$ cat src/rtl/coeff_load_pkg.sv
// rtl/coeff_load_pkg.sv - shared sizing constants and FSM encoding for the coefficient loader
package coeff_load_pkg;

  localparam int TOTAL_TAPS    = 33;
  localparam int TAPS_PER_BANK = 10;

  typedef enum logic [2:0] {
    IDLE  = 3'd0,
    FLAG  = 3'd1,
    FETCH = 3'd2,
    WRITE = 3'd3,
    GAP   = 3'd4,
    DONE  = 3'd5
  } state_t;

endpackage

$ cat src/rtl/coeff_slot_map.sv
// rtl/coeff_slot_map.sv - maps a 1-based slot number to filter RAM bank and 1-based in-bank address
module coeff_slot_map
  import coeff_load_pkg::*;
#(
  parameter int TAPS_PER_BANK = coeff_load_pkg::TAPS_PER_BANK
) (
  input  logic [5:0] slot,
  output logic [1:0] bankSel,
  output logic [3:0] bankAddr
);

  logic [5:0] slotIdx;

  // Slot 0 never reaches a WRITE cycle, so the wrap of slotIdx there is harmless
  always_comb begin
    slotIdx  = slot - 6'd1;
    bankSel  = 2'(slotIdx / 6'(TAPS_PER_BANK));
    bankAddr = 4'((slotIdx % 6'(TAPS_PER_BANK)) + 6'd1);
  end

endmodule

$ cat src/rtl/coeff_load_master.sv
// rtl/coeff_load_master.sv - streams a coefficient table into the banked filter RAM, zero-filling unused taps
module coeff_load_master
  import coeff_load_pkg::*;
#(
  parameter int TOTAL_TAPS    = coeff_load_pkg::TOTAL_TAPS,
  parameter int TAPS_PER_BANK = coeff_load_pkg::TAPS_PER_BANK
) (
  input  logic               iClk_12M,
  input  logic               iRst,
  input  logic               iStart,
  input  logic [5:0]         iNumOfCoeff,
  output logic [5:0]         oTabAddr,
  output logic               oTabRd,
  input  logic signed [15:0] iTabData,
  output logic               oCoeffiUpdateFlag,
  output logic               oCsnRam,
  output logic               oWrnRam,
  output logic [1:0]         oBankSel,
  output logic [3:0]         oAddrRam,
  output logic signed [15:0] oWrDtRam,
  output logic               oBusy,
  output logic               oDone
);

  localparam logic [5:0] LAST_SLOT = 6'(TOTAL_TAPS);

  state_t     state, stateNext;
  logic [5:0] slot, slotNext;
  logic [5:0] neff, neffNext;
  logic       useData, useDataNext;

  logic [5:0] tabAddrNext;
  logic       tabRdNext, flagNext, csnNext, wrnNext, busyNext, doneNext;
  logic [1:0] bankNext, mapBank;
  logic [3:0] addrNext, mapAddr;

  coeff_slot_map #(
    .TAPS_PER_BANK(TAPS_PER_BANK)
  ) slotMap (
    .slot    (slot),
    .bankSel (mapBank),
    .bankAddr(mapAddr)
  );

  // Next state, slot counter and clamped tap count, then the output values for the state being entered
  always_comb begin
    stateNext   = state;
    slotNext    = slot;
    neffNext    = neff;
    tabRdNext   = 1'b0;
    tabAddrNext = 6'd0;
    flagNext    = 1'b0;
    csnNext     = 1'b1;
    wrnNext     = 1'b1;
    bankNext    = 2'd0;
    addrNext    = 4'd0;
    useDataNext = 1'b0;
    busyNext    = 1'b0;
    doneNext    = 1'b0;

    case (state)
      IDLE: begin
        if (iStart) begin
          stateNext = FLAG;
          neffNext  = (iNumOfCoeff > LAST_SLOT) ? LAST_SLOT : iNumOfCoeff;
        end
      end
      FLAG: begin
        stateNext = FETCH;
        slotNext  = 6'd1;
      end
      FETCH:   stateNext = WRITE;
      WRITE:   stateNext = GAP;
      GAP: begin
        if (slot < LAST_SLOT) begin
          stateNext = FETCH;
          slotNext  = slot + 6'd1;
        end else begin
          stateNext = DONE;
        end
      end
      DONE: begin
        stateNext = IDLE;
        slotNext  = 6'd0;
      end
      default: stateNext = IDLE;
    endcase

    // Outputs are decided one cycle early so every port comes straight off a flop
    case (stateNext)
      FLAG, GAP: begin
        flagNext = 1'b1;
        busyNext = 1'b1;
      end
      FETCH: begin
        flagNext = 1'b1;
        busyNext = 1'b1;
        if (slotNext <= neffNext) begin
          tabRdNext   = 1'b1;
          tabAddrNext = slotNext - 6'd1;
        end
      end
      WRITE: begin
        flagNext    = 1'b1;
        busyNext    = 1'b1;
        csnNext     = 1'b0;
        wrnNext     = 1'b0;
        bankNext    = mapBank;
        addrNext    = mapAddr;
        useDataNext = (slot <= neff);
      end
      DONE: begin
        busyNext = 1'b1;
        doneNext = 1'b1;
      end
      default: ;
    endcase
  end

  // State, counters and registered outputs; reset drops any load in progress
  always_ff @(posedge iClk_12M) begin
    if (iRst) begin
      state             <= IDLE;
      slot              <= 6'd0;
      neff              <= 6'd0;
      useData           <= 1'b0;
      oTabRd            <= 1'b0;
      oTabAddr          <= 6'd0;
      oCoeffiUpdateFlag <= 1'b0;
      oCsnRam           <= 1'b1;
      oWrnRam           <= 1'b1;
      oBankSel          <= 2'd0;
      oAddrRam          <= 4'd0;
      oBusy             <= 1'b0;
      oDone             <= 1'b0;
    end else begin
      state             <= stateNext;
      slot              <= slotNext;
      neff              <= neffNext;
      useData           <= useDataNext;
      oTabRd            <= tabRdNext;
      oTabAddr          <= tabAddrNext;
      oCoeffiUpdateFlag <= flagNext;
      oCsnRam           <= csnNext;
      oWrnRam           <= wrnNext;
      oBankSel          <= bankNext;
      oAddrRam          <= addrNext;
      oBusy             <= busyNext;
      oDone             <= doneNext;
    end
  end

  // Table data only arrives in the WRITE cycle itself, so it is gated by a registered select rather than re-flopped
  always_comb begin
    oWrDtRam = useData ? iTabData : 16'sd0;
  end

endmodule

$ cat config.mk
export PLATFORM = sky130hd
export DESIGN_NAME = coeff_load_master
export DESIGN_NICKNAME = d
export VERILOG_FILES = /design/src/rtl/coeff_load_pkg.sv /design/src/rtl/coeff_slot_map.sv /design/src/rtl/coeff_load_master.sv
export SDC_FILE = /design/constraint.sdc
export NUM_CORES = 1
export LEC_CHECK = 0
export CAP_MARGIN = 15
export CORE_UTILIZATION = 40
export DETAILED_ROUTE_END_ITERATION = 8
export PLACE_DENSITY_LB_ADDON = 0.12
export SYNTH_ARGS = -nofsm -noshare
export SYNTH_HDL_FRONTEND = slang
export SYNTH_HIERARCHICAL = 1
export SYNTH_SLANG_ARGS = --single-unit
$ cat constraint.sdc
create_clock -name iClk_12M -period 4.9 [get_ports iClk_12M]
set_input_delay 1.225 -clock iClk_12M [delete_from_list [all_inputs] [get_ports iClk_12M]]
set_output_delay 1.225 -clock iClk_12M [all_outputs]
set_load 0.005 [all_outputs]
==> summary.txt, run 1 <==
POWER
-------------------------------------------------------------------------------------------
Lkg Pwr                                                                             1.29 nW
Total power divided by cell area                                                 234 nW/um2
Max rail drop VDD                                                                  0.177 mV

SYNTH
-------------------------------------------------------------------------------------------
Most frequently used flop master after synthesis                               sky130_fd_sc_hd__dfxtp_1
Post-synthesis net count                                                                343
Number of instances in the synthesized netlist                                          298
Share of synthesized flip-flops with an asynchronous set or reset                         0
Seq cells post-synth                                                                     33
Yosys warnings                                                                            6
Synth Area per Inst                                                                8.33 um2
Post-synthesis cell area                                                           2480 um2
EDFF count, synth                                                                         0
Cell taking the most area after synthesis                                      sky130_fd_sc_hd__dfxtp_1
Sequential element share of the synthesized area                                      0.266
Distinct cells, synth                                                                    60
Area share of the largest cell type after synthesis                                   0.266
Most frequent cells after synthesis                                            sky130_fd_sc_hd__dfxtp_1, sky130_fd_sc_hd__nor2_1, sky130_fd_sc_hd__and2_1
Synth area leaders                                                             sky130_fd_sc_hd__dfxtp_1, sky130_fd_sc_hd__ha_1, sky130_fd_sc_hd__and2_1
Dominant cell by count in the synthesized netlist                              sky130_fd_sc_hd__dfxtp_1

ROUTE
-------------------------------------------------------------------------------------------
Number of detailed-routing iterations run before antenna repair                           4
Number of design-rule violations left by the first detailed-router iteration            110
Number of DRC violations after detailed routing                                           0
Ratio of routed vias to standard cells                                                 5.25
Via count                                                                              2227
Number of nets with antenna violations after detailed routing                             0
Mean routed wirelength per cell                                                     13.2 um
Wirelength, routed                                                                  5610 um

FLOORPLAN
-------------------------------------------------------------------------------------------
Die extent in x                                                                     80.8 um
Area of the die                                                                    6520 um2
Core Rows                                                                                28
Core Footprint                                                                     5960 um2
I/O pin count                                                                            59
Height of the die                                                                   80.8 um
Initial core utilization                                                              0.417

CLOCK TREE
-------------------------------------------------------------------------------------------
Quantity of hold-fixing buffers added after cts                                           0
Clock Latency Late Sink                                                             0.29 ns
Htree depth                                                                               2
Clock edge transition at the registers on the reported setup and hold paths         0.07 ns
Total CTS buffers                                                                         5
CTS tree                                                                              built
Sink Count                                                                               33
Cell at the root of the clock tree                                             sky130_fd_sc_hd__clkbuf_8
Max Root-Sink Buffers                                                                     2
Buffers inserted during post-CTS setup optimization                                       0
CTS-repair resized insts                                                                  0

WORST SETUP PATH
-------------------------------------------------------------------------------------------
R2R cell count                                                                           16
Worst setup endpoint                                                           oAddrRam[2]$_SDFF_PP0_
Required time worst endpoint                                                        5.09 ns
Worst setup path category                                                        reg -> reg
Startpoint class of the critical path                                                  flop
Worst R2R Start                                                                slot[1]$_SDFF_PP0_
Worst setup EP type                                                                    flop
Crit path DAT                                                                       4.17 ns
Start point of the critical path                                               slot[1]$_SDFF_PP0_
Reg2reg end                                                                    oAddrRam[2]$_SDFF_PP0_
Critical path peak fanout                                                                12
R2R setup slack                                                                     0.92 ns

CELLS AND AREA
-------------------------------------------------------------------------------------------
# diodes                                                                                  0
Core Util, Final                                                                      0.534
Proportion of layout cells with a drive suffix above 1                               0.0888
Growth of design area from synthesis to finish                                        28.1%
# nets final                                                                            393
Total of fill cells in the finished design                                              577
Post-route design area                                                             3180 um2

PLACE
-------------------------------------------------------------------------------------------
Port bufs                                                                                58
Placed wire-length estimate after detailed placement                                4120 um
Dpl ws                                                                             0.858 ns
Instance area after placement                                                      3080 um2
Weighted congestion at the end of routability-driven global placement                 0.797

STA
-------------------------------------------------------------------------------------------
Number of setup violations in the final report                                            0
Max-slew headroom                                                                     0.463
Crit path setup slack, layout                                                      0.918 ns
Number of endpoints with negative hold slack in the final report                          0
Accumulated negative setup slack                                                       0 ns
Peak Freq                                                                           251 MHz
Setup repair after global routing missed its margin                                      no
Share of the clock period used by the worst path after layout                         0.813
Final setup skew                                                                 0.00626 ns
Final number of max-transition violations                                                 0
Minimum clock period after layout                                                   3.98 ns
Transition time at the pin with the least slew margin                              0.799 ns
Final hold slack                                                                   0.533 ns

GRT
-------------------------------------------------------------------------------------------
Initial antenna violation count                                                           0
Largest net degree at the start of global routing                                        21
Vias in the first global route                                                         2015
Overall Global Routing Usage                                                          0.183
Total congestion overflow after global routing                                            0
First-pass GRT wire length                                                          9250 um

HOLD PATH
-------------------------------------------------------------------------------------------
Launch instance of the worst min-delay path                                    neff[2]$_SDFF_PP0_
Class of the most critical hold timing path                                      reg -> reg

JOB
-------------------------------------------------------------------------------------------
Max-cap violation count                                                                   0

OUTCOME
-------------------------------------------------------------------------------------------
Result of the run                                                                 completed

-- layout make-up --
type	count	area, um2	area share
Clock inverter	2	13.8	0.00433
Tap cell	75	93.8	0.0295
Multi-Input combinational cell	225	1640	0.516
Inverter	22	83.8	0.0264
Clock buffer	6	82.6	0.0260
Timing Repair Buffer	61	603	0.190
Sequential cell	33	661	0.208
-- layout by cell type, fill, tap and decap left out, types with 4 or more instances in the layout --
cell type                         netlist  final
sky130_fd_sc_hd__a211oi_1               4      4
sky130_fd_sc_hd__a21oi_1               22     22
sky130_fd_sc_hd__and2_1                23     23
sky130_fd_sc_hd__clkbuf_8               0      6
sky130_fd_sc_hd__clkdlybuf4s50_1        0     58
sky130_fd_sc_hd__dfxtp_1               33     33
sky130_fd_sc_hd__ha_1                  20     20
sky130_fd_sc_hd__inv_1                 20     20
sky130_fd_sc_hd__nand2_1               11     11
sky130_fd_sc_hd__nand3b_1               5      5
sky130_fd_sc_hd__nand4_1                5      5
sky130_fd_sc_hd__nor2_1                31     31
sky130_fd_sc_hd__nor2b_1                9      9
sky130_fd_sc_hd__nor3_1                 4      4
sky130_fd_sc_hd__nor3b_1                6      6
sky130_fd_sc_hd__nor4_1                 5      5
sky130_fd_sc_hd__o21a_1                 4      4
sky130_fd_sc_hd__o21ai_0                6      6
sky130_fd_sc_hd__o31ai_1                4      4
sky130_fd_sc_hd__xnor2_1                4      4
sky130_fd_sc_hd__xor2_1                 8      8
-- worst max-delay path, cell delays in order, from the launching register on --
cell and delay [ns]:
sky130_fd_sc_hd__dfxtp_1 0.63, sky130_fd_sc_hd__inv_1 0.09, sky130_fd_sc_hd__ha_1 0.37, sky130_fd_sc_hd__nor3b_1 0.23, sky130_fd_sc_hd__xnor2_1 0.16, sky130_fd_sc_hd__buf_4 0.19
sky130_fd_sc_hd__ha_1 0.31, sky130_fd_sc_hd__nor2b_1 0.31, sky130_fd_sc_hd__a311oi_1 0.14, sky130_fd_sc_hd__a211oi_1 0.44, sky130_fd_sc_hd__a211oi_2 0.15, sky130_fd_sc_hd__ha_1 0.31
sky130_fd_sc_hd__inv_1 0.06, sky130_fd_sc_hd__a21oi_1 0.12, sky130_fd_sc_hd__o2bb2ai_1 0.09, sky130_fd_sc_hd__xor2_1 0.14, sky130_fd_sc_hd__and2_1 0.13
-- state kept, by name, indices dropped and copies added, names as in the netlist --
signal / flops
slot: 6
oCoeffiUpdateFlag: 1
oDone: 1
oWrnRam: 1
oAddrRam: 4
oBusy: 1
oTabAddr: 6
oBankSel: 2
neff: 6
oTabRd: 1
useData: 1
state: 3
-- report_power, final --
group | total (mW) | internal (mW) | switching, mW
combinational | 0.233 | 0.117 | 0.116
clock | 0.217 | 0.114 | 0.103
sequential | 0.294 | 0.282 | 0.0118
-- how the worst min path moves through the flow --
stage	end	slack, ns	cells after the start
after floorplan	neff[1]$_SDFF_PP0_	0.48	2
after global placement	neff[2]$_SDFF_PP0_	0.52	2
after detailed placement	neff[2]$_SDFF_PP0_	0.52	2
after CTS	neff[2]$_SDFF_PP0_	0.53	2
after global routing	neff[2]$_SDFF_PP0_	0.57	2
final	neff[2]$_SDFF_PP0_	0.53	2
-- metal layers --
metal / track usage / share of wire
met5: 0 / 0
met1: 0.232 / 0.48
met3: 0.0494 / 0.042
met2: 0.301 / 0.47
met4: 0.0554 / 0.012
-- kinds of logic after synthesis --
kind of cell               after synthesis  share of synthesized area
and+or+nand+nor                        117                      0.280
DFF                                     33                      0.266
muxes                                    3                     0.0126
buffers and inverters                   40                     0.0726
xor gates and xnor gates                12                     0.0423
AOI/OAI and AO/OA                       73                      0.225
adders and majority gates               20                      0.101
-- stage by stage --
stage               total power, mW  std cells
finish                        0.744        424
global route                  0.800        424
CTS                           0.753        424
detailed placement            0.533        416
global placement              0.532        416
floorplan                     0.463        298
(Power assumes the default switching activity.)
==> inputs of run 2 (changes only) <==
clock period = 3.6 ns   (was 4.9 ns; I/O delays follow)
==> summary.txt, run 2 (synthesis gave the netlist of run 1 again) <==
GRT
-------------------------------------------------------------------------------------------
Initial antenna violation count                                                           0
Vias in the first global route                                                         2061
Total congestion overflow after global routing                                            0
Overall Global Routing Usage                                                          0.185
First-pass GRT wire length                                                          9380 um
Largest net degree at the start of global routing                                        18

WORST SETUP PATH
-------------------------------------------------------------------------------------------
Required time worst endpoint                                                        3.78 ns
Worst setup EP type                                                                    flop
Critical path peak fanout                                                                 9
R2R setup slack                                                                     0.29 ns
Start point of the critical path                                               slot[0]$_SDFF_PP0_
Startpoint class of the critical path                                                  flop
Reg2reg end                                                                    oAddrRam[2]$_SDFF_PP0_
R2R cell count                                                                           14
Worst setup endpoint                                                           oAddrRam[2]$_SDFF_PP0_
Worst setup path category                                                        reg -> reg
Worst R2R Start                                                                slot[0]$_SDFF_PP0_
Crit path DAT                                                                       3.49 ns

FLOORPLAN
-------------------------------------------------------------------------------------------
Core Rows                                                                                28
Area of the die                                                                    6520 um2
Height of the die                                                                   80.8 um
I/O pin count                                                                            59
Core Footprint                                                                     5960 um2
Initial core utilization                                                              0.417
Die extent in x                                                                     80.8 um

CELLS AND AREA
-------------------------------------------------------------------------------------------
Registers with the most flip-flops                                             neff: 6 flops, oTabAddr: 6 flops, slot: 6 flops
Highest-count cells in the layout ignoring fill and taps                       sky130_fd_sc_hd__clkdlybuf4s50_1, sky130_fd_sc_hd__nor2_1, sky130_fd_sc_hd__dfxtp_1
# nets final                                                                            411
Total of fill cells in the finished design                                              560
Post-route design area                                                             3350 um2
# diodes                                                                                  0
Most common cell after layout, fill and taps aside                             sky130_fd_sc_hd__clkdlybuf4s50_1
Proportion of layout cells with a drive suffix above 1                                0.144
Growth of design area from synthesis to finish                                        34.8%
Core Util, Final                                                                      0.562

PLACE
-------------------------------------------------------------------------------------------
Port bufs                                                                                58
Instance area after placement                                                      3220 um2
Dpl ws                                                                             0.164 ns
Weighted congestion at the end of routability-driven global placement                 0.787
Placed wire-length estimate after detailed placement                                4560 um

STA
-------------------------------------------------------------------------------------------
Setup repair after global routing missed its margin                                      no
Peak Freq                                                                           302 MHz
Minimum clock period after layout                                                   3.31 ns
Accumulated negative setup slack                                                       0 ns
Number of setup violations in the final report                                            0
Final hold slack                                                                   0.526 ns
Max-slew headroom                                                                     0.455
Share of the clock period used by the worst path after layout                         0.920
Final number of max-transition violations                                                 0
Number of endpoints with negative hold slack in the final report                          0
Crit path setup slack, layout                                                      0.289 ns
Transition time at the pin with the least slew margin                              0.807 ns
Final setup skew                                                                  0.0126 ns

POWER
-------------------------------------------------------------------------------------------
Total power divided by cell area                                                 328 nW/um2
Lkg Pwr                                                                             1.38 nW
Max rail drop VDD                                                                  0.252 mV

CLOCK TREE
-------------------------------------------------------------------------------------------
CTS tree                                                                              built
Htree depth                                                                               2
Max Root-Sink Buffers                                                                     2
Cell at the root of the clock tree                                             sky130_fd_sc_hd__clkbuf_8
Clock edge transition at the registers on the reported setup and hold paths         0.07 ns
Sink Count                                                                               33
Total CTS buffers                                                                         5
CTS-repair resized insts                                                                  0
Clock Latency Late Sink                                                             0.29 ns
Buffers inserted during post-CTS setup optimization                                       0
Quantity of hold-fixing buffers added after cts                                           0

ROUTE
-------------------------------------------------------------------------------------------
Via count                                                                              2324
Ratio of routed vias to standard cells                                                 5.26
Number of nets with antenna violations after detailed routing                             0
Number of detailed-routing iterations run before antenna repair                           4
Number of DRC violations after detailed routing                                           0
Number of design-rule violations left by the first detailed-router iteration             84
Mean routed wirelength per cell                                                     13.3 um
Wirelength, routed                                                                  5880 um

JOB
-------------------------------------------------------------------------------------------
Max-cap violation count                                                                   0

OUTCOME
-------------------------------------------------------------------------------------------
Result of the run                                                                 completed

HOLD PATH
-------------------------------------------------------------------------------------------
Class of the most critical hold timing path                                      reg -> reg

-- run 2: worst min-delay path by stage --
stage,from,endpoint,slack (ns),depth (start not counted)
after detailed placement,neff[2]$_SDFF_PP0_,neff[2]$_SDFF_PP0_,0.51,2
after CTS,neff[2]$_SDFF_PP0_,neff[2]$_SDFF_PP0_,0.53,2
after global placement,neff[1]$_SDFF_PP0_,neff[1]$_SDFF_PP0_,0.52,2
after global routing,neff[2]$_SDFF_PP0_,neff[2]$_SDFF_PP0_,0.56,2
after floorplan,neff[1]$_SDFF_PP0_,neff[1]$_SDFF_PP0_,0.48,2
final,neff[2]$_SDFF_PP0_,neff[2]$_SDFF_PP0_,0.53,2
-- run 2: layout make-up --
type	instances	area [um2]	share of cell area
clock buffers	5	68.8	0.0206
clock inverters	3	46.3	0.0138
inverters	22	83.8	0.0251
multi-input cells	225	1650	0.494
flip-flops and latches	33	663	0.198
well taps	75	93.8	0.0280
repair buffers	79	738	0.221
-- run 2: per-stage QoR --
| stage | power [mW] | cells |
|---|---|---|
| global route | 1.17 | 442 |
| global placement | 0.742 | 434 |
| detailed placement | 0.748 | 434 |
| finish | 1.10 | 442 |
| CTS | 1.11 | 442 |
| floorplan | 0.631 | 298 |
-- run 2: layer usage --
metal	global-route usage	routed length [um]
met5	0	0
met2	0.321	2870
met3	0.0551	256
met1	0.224	2680
met4	0.0446	82
-- run 2: worst max-delay path, stage by stage, from the launching register on --
cell and delay, ns:
sky130_fd_sc_hd__dfxtp_2 0.37, sky130_fd_sc_hd__or4_4 0.59, sky130_fd_sc_hd__nand2_1 0.12, sky130_fd_sc_hd__inv_2 0.07, sky130_fd_sc_hd__ha_1 0.31, sky130_fd_sc_hd__nor2b_1 0.18, sky130_fd_sc_hd__a311oi_1 0.31, sky130_fd_sc_hd__a211oi_2 0.11
sky130_fd_sc_hd__a211oi_2 0.28, sky130_fd_sc_hd__nand2_1 0.11, sky130_fd_sc_hd__a21oi_2 0.18, sky130_fd_sc_hd__xor2_1 0.09, sky130_fd_sc_hd__ha_1 0.20, sky130_fd_sc_hd__xor2_1 0.15, sky130_fd_sc_hd__and2_1 0.13
-- run 2: where the power goes --
part	internal, mW	switching, mW
Sequential	0.384	0.0183
Combinational	0.174	0.163
Clock	0.207	0.149
Total	0.765	0.330
